**src/rtl/oled_spi_streamer.sv**
```systemverilog
// SSD1306 128x64 write-only 4-wire SPI streamer: panel reset, init list, then continuous frame refresh.
// Optional build macro OLED_ROTATE180_EN selects the 180-degree SEG/COM remap in the init list.
module oled_spi_streamer #(
  parameter int unsigned CLK_DIV    = 4,
  parameter int unsigned RST_CYCLES = 1000,
  parameter int unsigned POWER_WAIT = 100000,
  parameter int unsigned FRAME_GAP  = 256
) (
  input  logic       clk,
  input  logic       reset,
  output logic [9:0] pixelAddress,
  input  logic [7:0] pixelData,
  output logic       oled_sclk,
  output logic       oled_mosi,
  output logic       oled_dc,
  output logic       oled_cs_n,
  output logic       oled_rst_n,
  output logic       initDone,
  output logic       frame_done
);

  localparam int unsigned CNT_W = 32;
  localparam int unsigned DIV_W = (CLK_DIV > 1) ? $clog2(CLK_DIV) : 1;

  localparam logic [DIV_W-1:0] DIV_LAST  = DIV_W'(CLK_DIV - 1);
  localparam logic [CNT_W-1:0] RST_LAST  = CNT_W'(RST_CYCLES - 1);
  localparam logic [CNT_W-1:0] PWR_LAST  = CNT_W'(POWER_WAIT - 1);
  localparam logic [CNT_W-1:0] GAP_LAST  = CNT_W'(FRAME_GAP - 1);

  localparam logic [2:0] S_RST_HOLD = 3'd0;
  localparam logic [2:0] S_PWR_WAIT = 3'd1;
  localparam logic [2:0] S_INIT     = 3'd2;
  localparam logic [2:0] S_WINDOW   = 3'd3;
  localparam logic [2:0] S_STREAM   = 3'd4;
  localparam logic [2:0] S_GAP      = 3'd5;

`ifdef OLED_ROTATE180_EN
  localparam logic [7:0] SEG_BYTE = 8'hA1;
  localparam logic [7:0] COM_BYTE = 8'hC8;
`else
  localparam logic [7:0] SEG_BYTE = 8'hA0;
  localparam logic [7:0] COM_BYTE = 8'hC0;
`endif

  function automatic logic [7:0] init_byte(input logic [4:0] idx);
    case (idx)
      5'd0:  init_byte = 8'hAE;
      5'd1:  init_byte = 8'hD5;
      5'd2:  init_byte = 8'h80;
      5'd3:  init_byte = 8'hA8;
      5'd4:  init_byte = 8'h3F;
      5'd5:  init_byte = 8'hD3;
      5'd6:  init_byte = 8'h00;
      5'd7:  init_byte = 8'h40;
      5'd8:  init_byte = 8'h8D;
      5'd9:  init_byte = 8'h14;
      5'd10: init_byte = 8'h20;
      5'd11: init_byte = 8'h00;
      5'd12: init_byte = SEG_BYTE;
      5'd13: init_byte = COM_BYTE;
      5'd14: init_byte = 8'hDA;
      5'd15: init_byte = 8'h12;
      5'd16: init_byte = 8'h81;
      5'd17: init_byte = 8'hCF;
      5'd18: init_byte = 8'hD9;
      5'd19: init_byte = 8'hF1;
      5'd20: init_byte = 8'hDB;
      5'd21: init_byte = 8'h40;
      5'd22: init_byte = 8'hA4;
      5'd23: init_byte = 8'hA6;
      5'd24: init_byte = 8'hAF;
      default: init_byte = 8'hE3;
    endcase
  endfunction

  // Column 0..127, page 0..7 window for horizontal addressing
  function automatic logic [7:0] window_byte(input logic [2:0] idx);
    case (idx)
      3'd0:    window_byte = 8'h21;
      3'd1:    window_byte = 8'h00;
      3'd2:    window_byte = 8'h7F;
      3'd3:    window_byte = 8'h22;
      3'd4:    window_byte = 8'h00;
      3'd5:    window_byte = 8'h07;
      default: window_byte = 8'hE3;
    endcase
  endfunction

  logic [2:0]       state_q, state_d;
  logic [CNT_W-1:0] cnt_q, cnt_d;
  logic [DIV_W-1:0] div_q, div_d;
  logic [2:0]       bit_q, bit_d;
  logic [9:0]       byte_q, byte_d;
  logic [7:0]       sh_q, sh_d;
  logic             sclk_q, sclk_d;
  logic [9:0]       addr_q, addr_d;
  logic             dc_q, dc_d;
  logic             cs_n_q, cs_n_d;
  logic             rst_n_q, rst_n_d;
  logic             done_q, done_d;
  logic             fdone_q, fdone_d;

  logic             load;
  logic [7:0]       load_val;
  logic             byte_end;
  logic [9:0]       next_idx;

  always_ff @(posedge clk or posedge reset) begin
    if (reset) begin
      state_q <= S_RST_HOLD;
      cnt_q   <= '0;
      div_q   <= '0;
      bit_q   <= '0;
      byte_q  <= '0;
      sh_q    <= '0;
      sclk_q  <= 1'b0;
      addr_q  <= '0;
      dc_q    <= 1'b0;
      cs_n_q  <= 1'b1;
      rst_n_q <= 1'b0;
      done_q  <= 1'b0;
      fdone_q <= 1'b0;
    end else begin
      state_q <= state_d;
      cnt_q   <= cnt_d;
      div_q   <= div_d;
      bit_q   <= bit_d;
      byte_q  <= byte_d;
      sh_q    <= sh_d;
      sclk_q  <= sclk_d;
      addr_q  <= addr_d;
      dc_q    <= dc_d;
      cs_n_q  <= cs_n_d;
      rst_n_q <= rst_n_d;
      done_q  <= done_d;
      fdone_q <= fdone_d;
    end
  end

  always_comb begin
    state_d  = state_q;
    cnt_d    = cnt_q;
    div_d    = div_q;
    bit_d    = bit_q;
    byte_d   = byte_q;
    sh_d     = sh_q;
    sclk_d   = sclk_q;
    addr_d   = addr_q;
    dc_d     = dc_q;
    cs_n_d   = cs_n_q;
    rst_n_d  = rst_n_q;
    done_d   = done_q;
    fdone_d  = 1'b0;
    load     = 1'b0;
    load_val = 8'h00;
    byte_end = 1'b0;
    next_idx = byte_q + 10'd1;

    case (state_q)
      S_RST_HOLD: begin
        if (cnt_q == RST_LAST) begin
          rst_n_d = 1'b1;
          cnt_d   = '0;
          state_d = S_PWR_WAIT;
        end else begin
          cnt_d = cnt_q + CNT_W'(1);
        end
      end
      S_PWR_WAIT: begin
        if (cnt_q == PWR_LAST) begin
          state_d  = S_INIT;
          byte_d   = '0;
          load     = 1'b1;
          load_val = init_byte(5'd0);
          cs_n_d   = 1'b0;
          dc_d     = 1'b0;
        end else begin
          cnt_d = cnt_q + CNT_W'(1);
        end
      end
      S_INIT, S_WINDOW, S_STREAM: begin
        // Mode 0: MOSI shifts on the falling edge, the 8th fall ends the byte
        if (div_q == DIV_LAST) begin
          div_d  = '0;
          sclk_d = ~sclk_q;
          if (sclk_q) begin
            if (bit_q == 3'd7) begin
              byte_end = 1'b1;
            end else begin
              sh_d  = {sh_q[6:0], 1'b0};
              bit_d = bit_q + 3'd1;
            end
          end
        end else begin
          div_d = div_q + DIV_W'(1);
        end

        if (byte_end) begin
          if (state_q == S_INIT) begin
            load = 1'b1;
            if (byte_q == 10'd24) begin
              state_d  = S_WINDOW;
              done_d   = 1'b1;
              byte_d   = '0;
              load_val = window_byte(3'd0);
            end else begin
              byte_d   = next_idx;
              load_val = init_byte(next_idx[4:0]);
            end
          end else if (state_q == S_WINDOW) begin
            load = 1'b1;
            if (byte_q == 10'd5) begin
              state_d  = S_STREAM;
              byte_d   = '0;
              load_val = pixelData;
              addr_d   = 10'd1;
              dc_d     = 1'b1;
            end else begin
              byte_d   = next_idx;
              load_val = window_byte(next_idx[2:0]);
            end
          end else begin
            if (byte_q == 10'd1023) begin
              state_d = S_GAP;
              cnt_d   = '0;
              cs_n_d  = 1'b1;
              addr_d  = '0;
              fdone_d = 1'b1;
            end else begin
              load     = 1'b1;
              byte_d   = next_idx;
              load_val = pixelData;
              addr_d   = addr_q + 10'd1;
            end
          end
        end
      end
      S_GAP: begin
        if (cnt_q == GAP_LAST) begin
          state_d  = S_WINDOW;
          byte_d   = '0;
          load     = 1'b1;
          load_val = window_byte(3'd0);
          cs_n_d   = 1'b0;
          dc_d     = 1'b0;
        end else begin
          cnt_d = cnt_q + CNT_W'(1);
        end
      end
      default: state_d = S_RST_HOLD;
    endcase

    if (load) begin
      sh_d   = load_val;
      bit_d  = '0;
      div_d  = '0;
      sclk_d = 1'b0;
    end
  end

  assign pixelAddress = addr_q;
  assign oled_sclk    = sclk_q;
  assign oled_mosi    = sh_q[7];
  assign oled_dc      = dc_q;
  assign oled_cs_n    = cs_n_q;
  assign oled_rst_n   = rst_n_q;
  assign initDone     = done_q;
  assign frame_done   = fdone_q;

endmodule

```
**config.mk**
```make
export PLATFORM = sky130hd
export DESIGN_NAME = oled_spi_streamer
export DESIGN_NICKNAME = d
export VERILOG_FILES = /design/src/rtl/oled_spi_streamer.sv
export SDC_FILE = /design/constraint.sdc
export NUM_CORES = 1
export LEC_CHECK = 0
export ABC_AREA = 1
export CAP_MARGIN = 10
export CORE_MARGIN = 2
export CORE_UTILIZATION = 30
export DETAILED_ROUTE_END_ITERATION = 6
export SLEW_MARGIN = 20
export SYNTH_ARGS = -nofsm -noshare
export SYNTH_HDL_FRONTEND = slang
export SYNTH_SLANG_ARGS = --single-unit
```
**constraint.sdc**
```tcl
create_clock -name clk -period 2 [get_ports clk]
set_input_delay 0.3 -clock clk [delete_from_list [all_inputs] [get_ports clk]]
set_output_delay 0.3 -clock clk [all_outputs]
set_load 0.05 [all_outputs]
```
==> results of run 1 <==
-- power breakdown --
group	switching, mW	internal [mW]
combinational	0.0456	0.0311
clock	0.793	0.995
sequential	0	1.50
-- what timing repair did --
| action | CTS | global route |
|---|---|---|
| gates resized for setup | 58 | 129 |
| buffers inserted | 12 | 24 |
| cloned | 2 | 3 |
| hold buffers | 0 | 0 |
| pin swaps | 29 | 53 |
| endpoints found under the setup margin | 52 | 53 |
-- synthesized netlist by cell type (2+ instances only) --
library cell  count
o21ai_1          16
inv_2             5
nand2_2           3
nor4_1            3
nor2_4            5
buf_4             3
dfrtp_1          73
buf_2            15
o21bai_1          7
clkbuf_1          5
nand2_1         270
nor3b_1           2
nand4_1          15
inv_1            90
nand3_1          64
ha_1             13
a31oi_1           5
nor2_1          110
o21ai_0          44
nor3_1           22
nor2_2            8
nand3b_1          5
o211ai_1         12
a21oi_1          28
nand3_2           3
o22ai_1           7
xor2_1           22
or2_2             2
-- path summary, 6_finish.rpt --
kind,start,endpoint
max,byte_q[0],sh_q[5]
min,reset,byte_q[4]
max reg2reg,byte_q[0],sh_q[5]
min reg2reg,sh_q[4],sh_q[4]
max in group asynchronous,reset,oled_cs_n
min in group clk,sh_q[4],sh_q[4]
-- layer usage --
layer / track usage [%] / up-vias / wire length, um
li1: - / 3271 / -
met1: 24.5 / 3004 / 8490
met2: 32.5 / 153 / 9070
met3: 3.37 / 30 / 814
met4: 4.53 / 0 / 335
met5: 0 / - / 0
-- layout make-up --
| type | instances | area (sq um) | area share (%) |
|---|---|---|---|
| clock buffers | 9 | 225 | 2.61 |
| clock inverters | 7 | 85.1 | 0.987 |
| inverters | 96 | 383 | 4.44 |
| multi-input cells | 681 | 3880 | 45.0 |
| flip-flops and latches | 74 | 1850 | 21.5 |
| well taps | 234 | 293 | 3.39 |
| repair buffers | 222 | 1900 | 22.1 |
-- cell usage in the layout (no fill, tap or decap), drive strengths merged, types with 2 or more instances in the layout --
| master | instances |
|---|---|
| o22ai | 7 |
| nor4 | 3 |
| o21ai | 62 |
| nand3b | 5 |
| o211ai | 12 |
| clkbuf | 11 |
| a31oi | 5 |
| o41ai | 2 |
| nand2 | 273 |
| or2 | 3 |
| ha | 13 |
| o21bai | 7 |
| nand3 | 68 |
| xor2 | 22 |
| nand4 | 15 |
| buf | 195 |
| clkdlybuf4s50 | 25 |
| a21oi | 29 |
| clkinvlp | 4 |
| inv | 97 |
| nor3b | 2 |
| nor2 | 124 |
| dfrtp | 73 |
| nor3 | 22 |
-- per-stage QoR --
step	instance area [sq um]	power [mW]	hold slack (ps)
floorplan	5710	1.56	441
global placement	7390	1.60	456
detailed placement	7390	1.61	462
CTS	8080	3.40	282
global route	8620	3.46	294
finish	8620	3.36	274
-- sequential cells by signal (all words and copies together), names as in the netlist --
name and flops:
bit_q 3, byte_q 10, cnt_q 32, div_q 2, frame_done 1, initDone 1, oled_cs_n 1, oled_dc 1
oled_rst_n 1, oled_sclk 1, pixelAddress 10, sh_q 8, state_q 3
-- cells by family (layout without fill, tap and decap cells) --
logic type,Yosys count,count (layout)
xor+xnor,22,22
fa+ha+maj,13,13
flops,74,74
compound gates,127,128
mux,1,1
buf+inv,120,334
simple gates,516,517
==> metrics.cfg, run 1 <==
[global_routing]
grt_usage_pct=18.8
gr-total-overflow=0
antenna_found_initial=0
grt_max_degree=36
grt_pass1_vias=6243
grt_pass1_wl_um=30600

[layout]
nets=1107
drive_gt1_share_pct=33.3
antenna_cells=0
fin_util_pct=46.3
final.fill_count=1844
area_growth_syn_to_layout_pct=51.7
stdcell_count=1323

[clocking]
cts_tree=built
clock_sinks=74
cts_buffers=9
path_clk_slew_ps=70
clk-insertion-delay-late_ps=360
cts_root_buffer=clkbuf_16
cts_htree_levels=3
cts.path.max_buffers=2

[logic_synthesis]
synth-simple-area-share_pct=39.2
ys_ff_latch=74
synth_area_sq_mm=0.00569
yosysTopAreaCell=dfrtp_1
yosysTopAreaCellShare_pct=32.1
synth_xor_area_share_pct=3.39
synthMuxAreaShare_pct=0.176
async_flop_share_pct=100
synth_top_family_by_area=simple AND/OR/NAND/NOR gates
yosysSeqAreaShare_pct=32.6
synthAdderAreaFrac_pct=2.86
synth_compound_area_share_pct=13.2
synth_cell_type_count=44
synth_edf_count=0
synth_ff_type=dfrtp_1
syn_inst=873
syn_avg_cell_area_sq_um=6.51
yosysWarnings=0
synth_fp_nets=896
synth_area_leaders=dfrtp_1, nand2_1, nor2_1

[run]
max-cap-violations=0

[timing]
setup_viol=5
period_needed_ps=2080
finalHoldViolCount=0
finalCritPeriodShare_pct=104
rsz0062_at_grt=yes
slew_headroom_pct=65.0
clock_skew_ps=11.5
setup_slack_ps=-83.5
slew_viol_final=0
fin_tns_setup_ps=-186
worst_pin_slew_ps=523
max_clock_freq_ghz=0.480

[placed_design]
dp_hpwl_um=13300
post-place-ws_ps=-318
port-buffer-count=26
place_congestion=0.926
dp.cells=1269

[route]
wire_per_inst_um=14.1
drt_pass1_iterations=5
drt.antenna.violating_nets=0
wirelength_um=18700
via_per_inst=4.88
drc=0
routed-via-count=6458
first_iter_violations=345

[critical_path]
crit_required_ps=2250
crit_top_cell=nand2_1
critPathLaunchType=flip-flop
crit_family=simple AND/OR/NAND/NOR gates
cp.depth=17
path_buf_inv=4
max_stage_delay_ps=440
worstPathArrival_ps=2330
endpoint_kind=flip-flop
crit_type=flip-flop to flip-flop
path_cells=ha_4 -> inv_4 -> buf_12 -> ha_4 -> buf_6 -> nor2_4 -> inv_2 -> nand3_2 -> nand2_2 -> nor2_2 -> nand2_1 -> nand2_1 -> nand2_1 -> nand2_1 -> nand2_1 -> nand3_1 -> nand2_1
cp_slowest_cell=dfrtp_2
regToRegSetupSlack_ps=-80
ff2ff_path_depth=17
cp_max_fo=7

[die]
floorplan.initialDensity_pct=30.5
design.die.area_sq_mm=0.0201
io-pin-count=27
core_sq_mm=0.0186
rows=50
die_height_um=142
die_x_um=142

[run_status]
violations=negative setup slack
status=finished with violations

[pwr]
power.density_mw_per_mm2=390
p_leak_nw=3.96
vdd_drop_max_uv=413

[worst_hold_path]
min_path_type=input pin to async pin

(Power assumes the default switching activity.)
==> run 2, diff against run 1 <==
- CORE_MARGIN: 2 -> default
- GPL_ROUTABILITY_DRIVEN: default -> 0
- clock period: 2 -> 2.65 ns (I/O delays scaled with it)
==> metrics.cfg, run 2 (synthesized netlist as in run 1, its figures left out) <==
[critical_path]
r2r_start=byte_q[1]
worstPathArrival_ps=2750  ; +420 ps
ff2ff_path_depth=15  ; -2
crit_type=flip-flop to flip-flop
regToRegSetupSlack_ps=190  ; +280 ps
endpoint_kind=flip-flop
crit_required_ps=2940  ; +690 ps
critPathLaunchType=flip-flop
r2r-end=sh_q[7]
cp_max_fo=9  ; +2

[pwr]
power.share.sequential_pct=46.7  ; +2.2 points
switching_share_pct=25.5  ; +0.58 points
p_int_mw=1.80  ; -29%
vdd_drop_max_uv=295  ; -29%
combPwrFrac_pct=2.3  ; about the same
power.density_mw_per_mm2=367  ; -5.7%
p_leak_nw=2.95  ; -25%
power.switching_mw=0.618  ; -26%
pwr-share-clk_pct=51.1  ; -2.1 points

[clocking]
post_cts_resized=0  ; -100%
cts.path.max_buffers=2  ; unchanged
path_clk_slew_ps=70  ; about the same
cts_buffers=9  ; unchanged
clk-insertion-delay-late_ps=360  ; about the same
cts_htree_levels=3  ; unchanged
postCtsHoldBufs=0  ; unchanged
cts_tree=built
post_cts_buffers=0  ; -12
cts_root_buffer=clkbuf_16
clock_sinks=74  ; unchanged

[layout]
area_growth_syn_to_layout_pct=15.8
drive_gt1_share_pct=8.55  ; -25 points
top_register=cnt_q
nets=930  ; -16%
mostFrequentLayoutCells=nand2_1, nor2_1, inv_1
largest_reg_flops=32  ; unchanged
final-seq-area_sq_mm=0.00185  ; about the same
multi_input_area_sq_mm=0.00337  ; -13%
final_common_cell=nand2_1
fin_util_pct=36.0  ; -10 points
antenna_cells=0  ; unchanged
final.fill_count=1976  ; +7.2%

[die]
die_x_um=140  ; -1.4%
rows=49  ; -2.0%
floorplan.initialDensity_pct=31.1  ; +0.62 points
core_sq_mm=0.0183  ; -2.0%
io-pin-count=27  ; unchanged
design.die.area_sq_mm=0.0195  ; -2.8%
die_height_um=140  ; -1.4%

[run]
max-cap-violations=0  ; unchanged

[worst_hold_path]
min_path_type=input pin to async pin

[route]
drt.antenna.violating_nets=0  ; unchanged
first_iter_violations=412  ; +19%
wirelength_um=16000  ; -15%
drc=0  ; unchanged
via_per_inst=4.96  ; +1.7%
routed-via-count=5664  ; -12%
drt_pass1_iterations=5  ; unchanged
wire_per_inst_um=14.0  ; -0.98%

[timing]
setup_viol=0  ; -5
worst_pin_slew_ps=691  ; +168 ps
slew_viol_final=0  ; unchanged
period_needed_ps=2460  ; +374 ps
clock_skew_ps=10.9  ; -0.607 ps
setup_slack_ps=193  ; +276 ps
max_clock_freq_ghz=0.407  ; -15%
finalCritPeriodShare_pct=92.7  ; -11 points
finalHoldViolCount=0  ; unchanged
slew_headroom_pct=53.8  ; -11 points
fin_tns_setup_ps=0  ; +186 ps

[placed_design]
dp_hpwl_um=11900  ; -10%
post-place-ws_ps=21.8  ; +340 ps
port-buffer-count=26  ; unchanged

[global_routing]
antenna_found_initial=0  ; unchanged
grt_pass1_vias=5368  ; -14%
grt_max_degree=35  ; -2.8%
grt_usage_pct=17.3  ; -1.5 points
gr-total-overflow=0  ; unchanged
grt_pass1_wl_um=27100  ; -11%

[run_status]
status=completed

## run 2: changes by cell type in the layout (fill, tap and decap cells not counted), moves of 9 or more
cell	change
o21ai_0	+20
inv_2	-13
nand3_1	+13
nand3_2	-11
nor2_1	+20
buf_6	-12
buf_4	-154
nor2_2	-9
nor2_4	-12
nand2_2	-28
inv_1	+18
nand2_1	+34
o21ai_1	-16
## run 2: cell type report
cell class | count | area share, %
Multi-Input combinational cell | 679 | 51.1
Inverter | 96 | 5.49
Clock buffer | 9 | 3.42
Clock inverter | 7 | 0.912
Tap cell | 229 | 4.35
Sequential cell | 74 | 28.1
Timing Repair Buffer | 47 | 6.54
## run 2: worst max-delay path by stage
stage                    from         endpoint
global placement    byte_q[1]  pixelAddress[3]
global route        byte_q[1]          sh_q[7]
floorplan               reset         bit_q[0]
finish              byte_q[1]          sh_q[7]
detailed placement  byte_q[1]  pixelAddress[3]
CTS                 byte_q[1]         cnt_q[3]
## run 2: per-layer routing
layer	vias up	routed length (um)	track usage (%)
li1	2898	-	-
met1	2596	7930	24.5
met2	152	7030	27.0
met3	18	833	3.06
met4	0	186	4.40
met5	-	0	0
## run 2: per-stage QoR
step                std cells  area, sq um  power [mW]  hold WS (ps)
CTS                      1141         6560        2.45           414
finish                   1141         6590        2.42           393
floorplan                 873         5690        1.18           441
detailed placement       1125         6280        1.21           463
global placement         1125         6280        1.21           463
global route             1141         6590        2.50           455
## run 2: critical path, cell delays in order, from the launching register on
cell and delay [ps]:
dfrtp_1 470, ha_1 230, buf_4 150, ha_2 400
inv_1 120, nand2_1 80, nand2_1 50, nor2_1 150
nand3_1 140, nand2_1 90, nand4_1 110, nand2_1 90
nand2_1 90, nand3_1 80, nand2_1 50, nand2_1 70
## run 2: power groups by stage
stage	sequential [mW]	clock, mW	combinational, mW
6_report	1.13	1.24	0.0553
5_1_grt	1.13	1.31	0.0650
4_1_cts	1.13	1.27	0.0586
3_5_place_dp	1.15	0	0.0582
3_3_place_gp	1.15	0	0.0582
2_1_floorplan	1.15	0	0.0264
==> run 3, diff against run 2 <==
- CAP_MARGIN: 10 -> default
- CORE_UTILIZATION: 30 -> 29
- CTS_BUF_LIST: default -> sky130_fd_sc_hd__clkbuf_4
==> metrics.cfg, run 3 (synthesized netlist as in run 1, its figures left out) <==
[global_routing]
grt_pass1_wl_um=26200  ; -3.3%
gr-total-overflow=0  ; unchanged
met3_usage_pct=3.67  ; +0.60 points
grt_usage_pct=16.5  ; -0.81 points
use_met2_pct=26.2  ; -0.76 points
antenna_found_initial=0  ; unchanged
busiest_layer=met2
grt_max_degree=35  ; unchanged
grt_pass1_vias=5253  ; -2.1%
use_met1_pct=22.5  ; -2.0 points

[route]
first_iter_violations=413  ; +0.24%
drt.antenna.violating_nets=0  ; unchanged
wire_per_inst_um=13.5  ; -3.4%
drt_pass1_iterations=5  ; unchanged
routed-via-count=5671  ; +0.12%
drc=0  ; unchanged
via_per_inst=4.83  ; -2.8%
wirelength_um=15900  ; -0.53%

[clocking]
cts_tree=built
cts.path.max_buffers=2  ; unchanged
cts_htree_levels=3  ; unchanged
postCtsHoldBufs=0  ; unchanged
clock_sinks=74  ; unchanged
clk-insertion-delay-late_ps=490  ; +130 ps
cts_root_buffer=clkbuf_4
path_clk_slew_ps=140  ; +70 ps
cts_buffers=9  ; unchanged

[layout]
area_growth_syn_to_layout_pct=14.7
top_register=cnt_q
fin_area_sq_mm=0.00652  ; -0.97%
drive_gt1_share_pct=8.63  ; +0.081 points
mostFrequentLayoutCells=nand2_1, nor2_1, inv_1
final.fill_count=2031  ; +2.8%
final_common_cell=nand2_1
nets=933  ; +0.32%
fin_util_pct=34.4  ; -1.6 points
antenna_cells=0  ; unchanged
largest_reg_flops=32  ; unchanged

[timing]
worst_pin_slew_ps=672  ; -19.4 ps
period_needed_ps=2470  ; +12.1 ps
rsz0062_at_grt=no
slew_viol_final=0  ; unchanged
clock_skew_ps=36.7  ; +25.8 ps
slew_headroom_pct=55.1  ; +1.3 points
finalCritPeriodShare_pct=93.2  ; +0.46 points
setup_viol=0  ; unchanged
finalHoldViolCount=0  ; unchanged
max_clock_freq_ghz=0.405  ; -0.49%
fin_tns_setup_ps=0  ; unchanged

[worst_hold_path]
min_path_type=input pin to async pin

[die]
core_sq_mm=0.0190  ; +3.8%
die_x_um=142  ; +1.7%
io-pin-count=27  ; unchanged
floorplan.initialDensity_pct=30.0  ; -1.1 points
design.die.area_sq_mm=0.0202  ; +3.4%
rows=50  ; +2.0%
die_height_um=142  ; +1.7%

[critical_path]
worstPathArrival_ps=2840  ; +90 ps
crit_type=flip-flop to flip-flop
critPathLaunchType=flip-flop
cp_max_fo=15  ; +6
endpoint_kind=flip-flop
crit_required_ps=3030  ; +90 ps

[pwr]
vdd_drop_max_uv=246  ; -17%
power.density_mw_per_mm2=314  ; -14%
p_leak_nw=2.92  ; -1.0%

[run]
max-cap-violations=0  ; unchanged

[placed_design]
port-buffer-count=26  ; unchanged
place_area_sq_mm=0.00634  ; +0.98%
dp_hpwl_um=12000  ; +1.0%

[run_status]
status=completed

-- run 3: final timing paths --
check,slack [ps],cells past startpoint,end,start
max,180,10,sh_q[5],byte_q[1]
min,210,2,sh_q[0],reset
max reg2reg,180,10,sh_q[5],byte_q[1]
min reg2reg,500,1,div_q[0],div_q[0]
max in group asynchronous,1880,3,sh_q[3],reset
min in group clk,500,1,div_q[0],div_q[0]
-- run 3: metrics by stage --
| stage | total power, mW | setup slack, ps | cells | hold slack, ps |
|---|---|---|---|---|
| after floorplan | 1.18 | 373 | 873 | 441 |
| after global placement | 1.21 | 117 | 1159 | 461 |
| after detailed placement | 1.21 | 87.8 | 1159 | 470 |
| after CTS | 2.08 | 53.6 | 1175 | 203 |
| after global routing | 2.13 | 2.24 | 1175 | 213 |
| final | 2.05 | 181 | 1175 | 206 |
-- run 3: area by class of cell --
type	instances	area [sq um]	area share, %
multi-input combinational	679	3360	51.6
tap	260	325	4.99
clock inverter	6	90.1	1.38
timing repair buffer	50	453	6.95
sequential	74	1850	28.4
inverter	96	362	5.54
clock buffer	10	75.1	1.15
-- run 3: worst max-delay path, cell delays in order, from the launching register on --
cell and delay, ps:
dfrtp_1 500, ha_1 220, inv_1 110, nor2_4 170
nand3_4 90, buf_4 190, o21ai_4 220, nand3_2 340
or2_2 400, nand3_1 90, nand2_1 50
-- run 3: routing by layer --
layer | vias up | wire [um]
met5 | - | 0
met3 | 22 | 915
li1 | 2904 | -
met4 | 0 | 206
met1 | 2580 | 7770
met2 | 165 | 7000
-- run 3: timing repair --
item,CTS,global route
resized for setup,0,5
setup endpoints to repair,0,9
buffers inserted,0,0
-- run 3: where the power goes --
group          total, mW  switching [mW]  internal [mW]  leakage, nW
clock              0.864           0.468          0.396       0.0870
sequential          1.13               0           1.13        0.974
combinational     0.0562          0.0341         0.0221         1.86
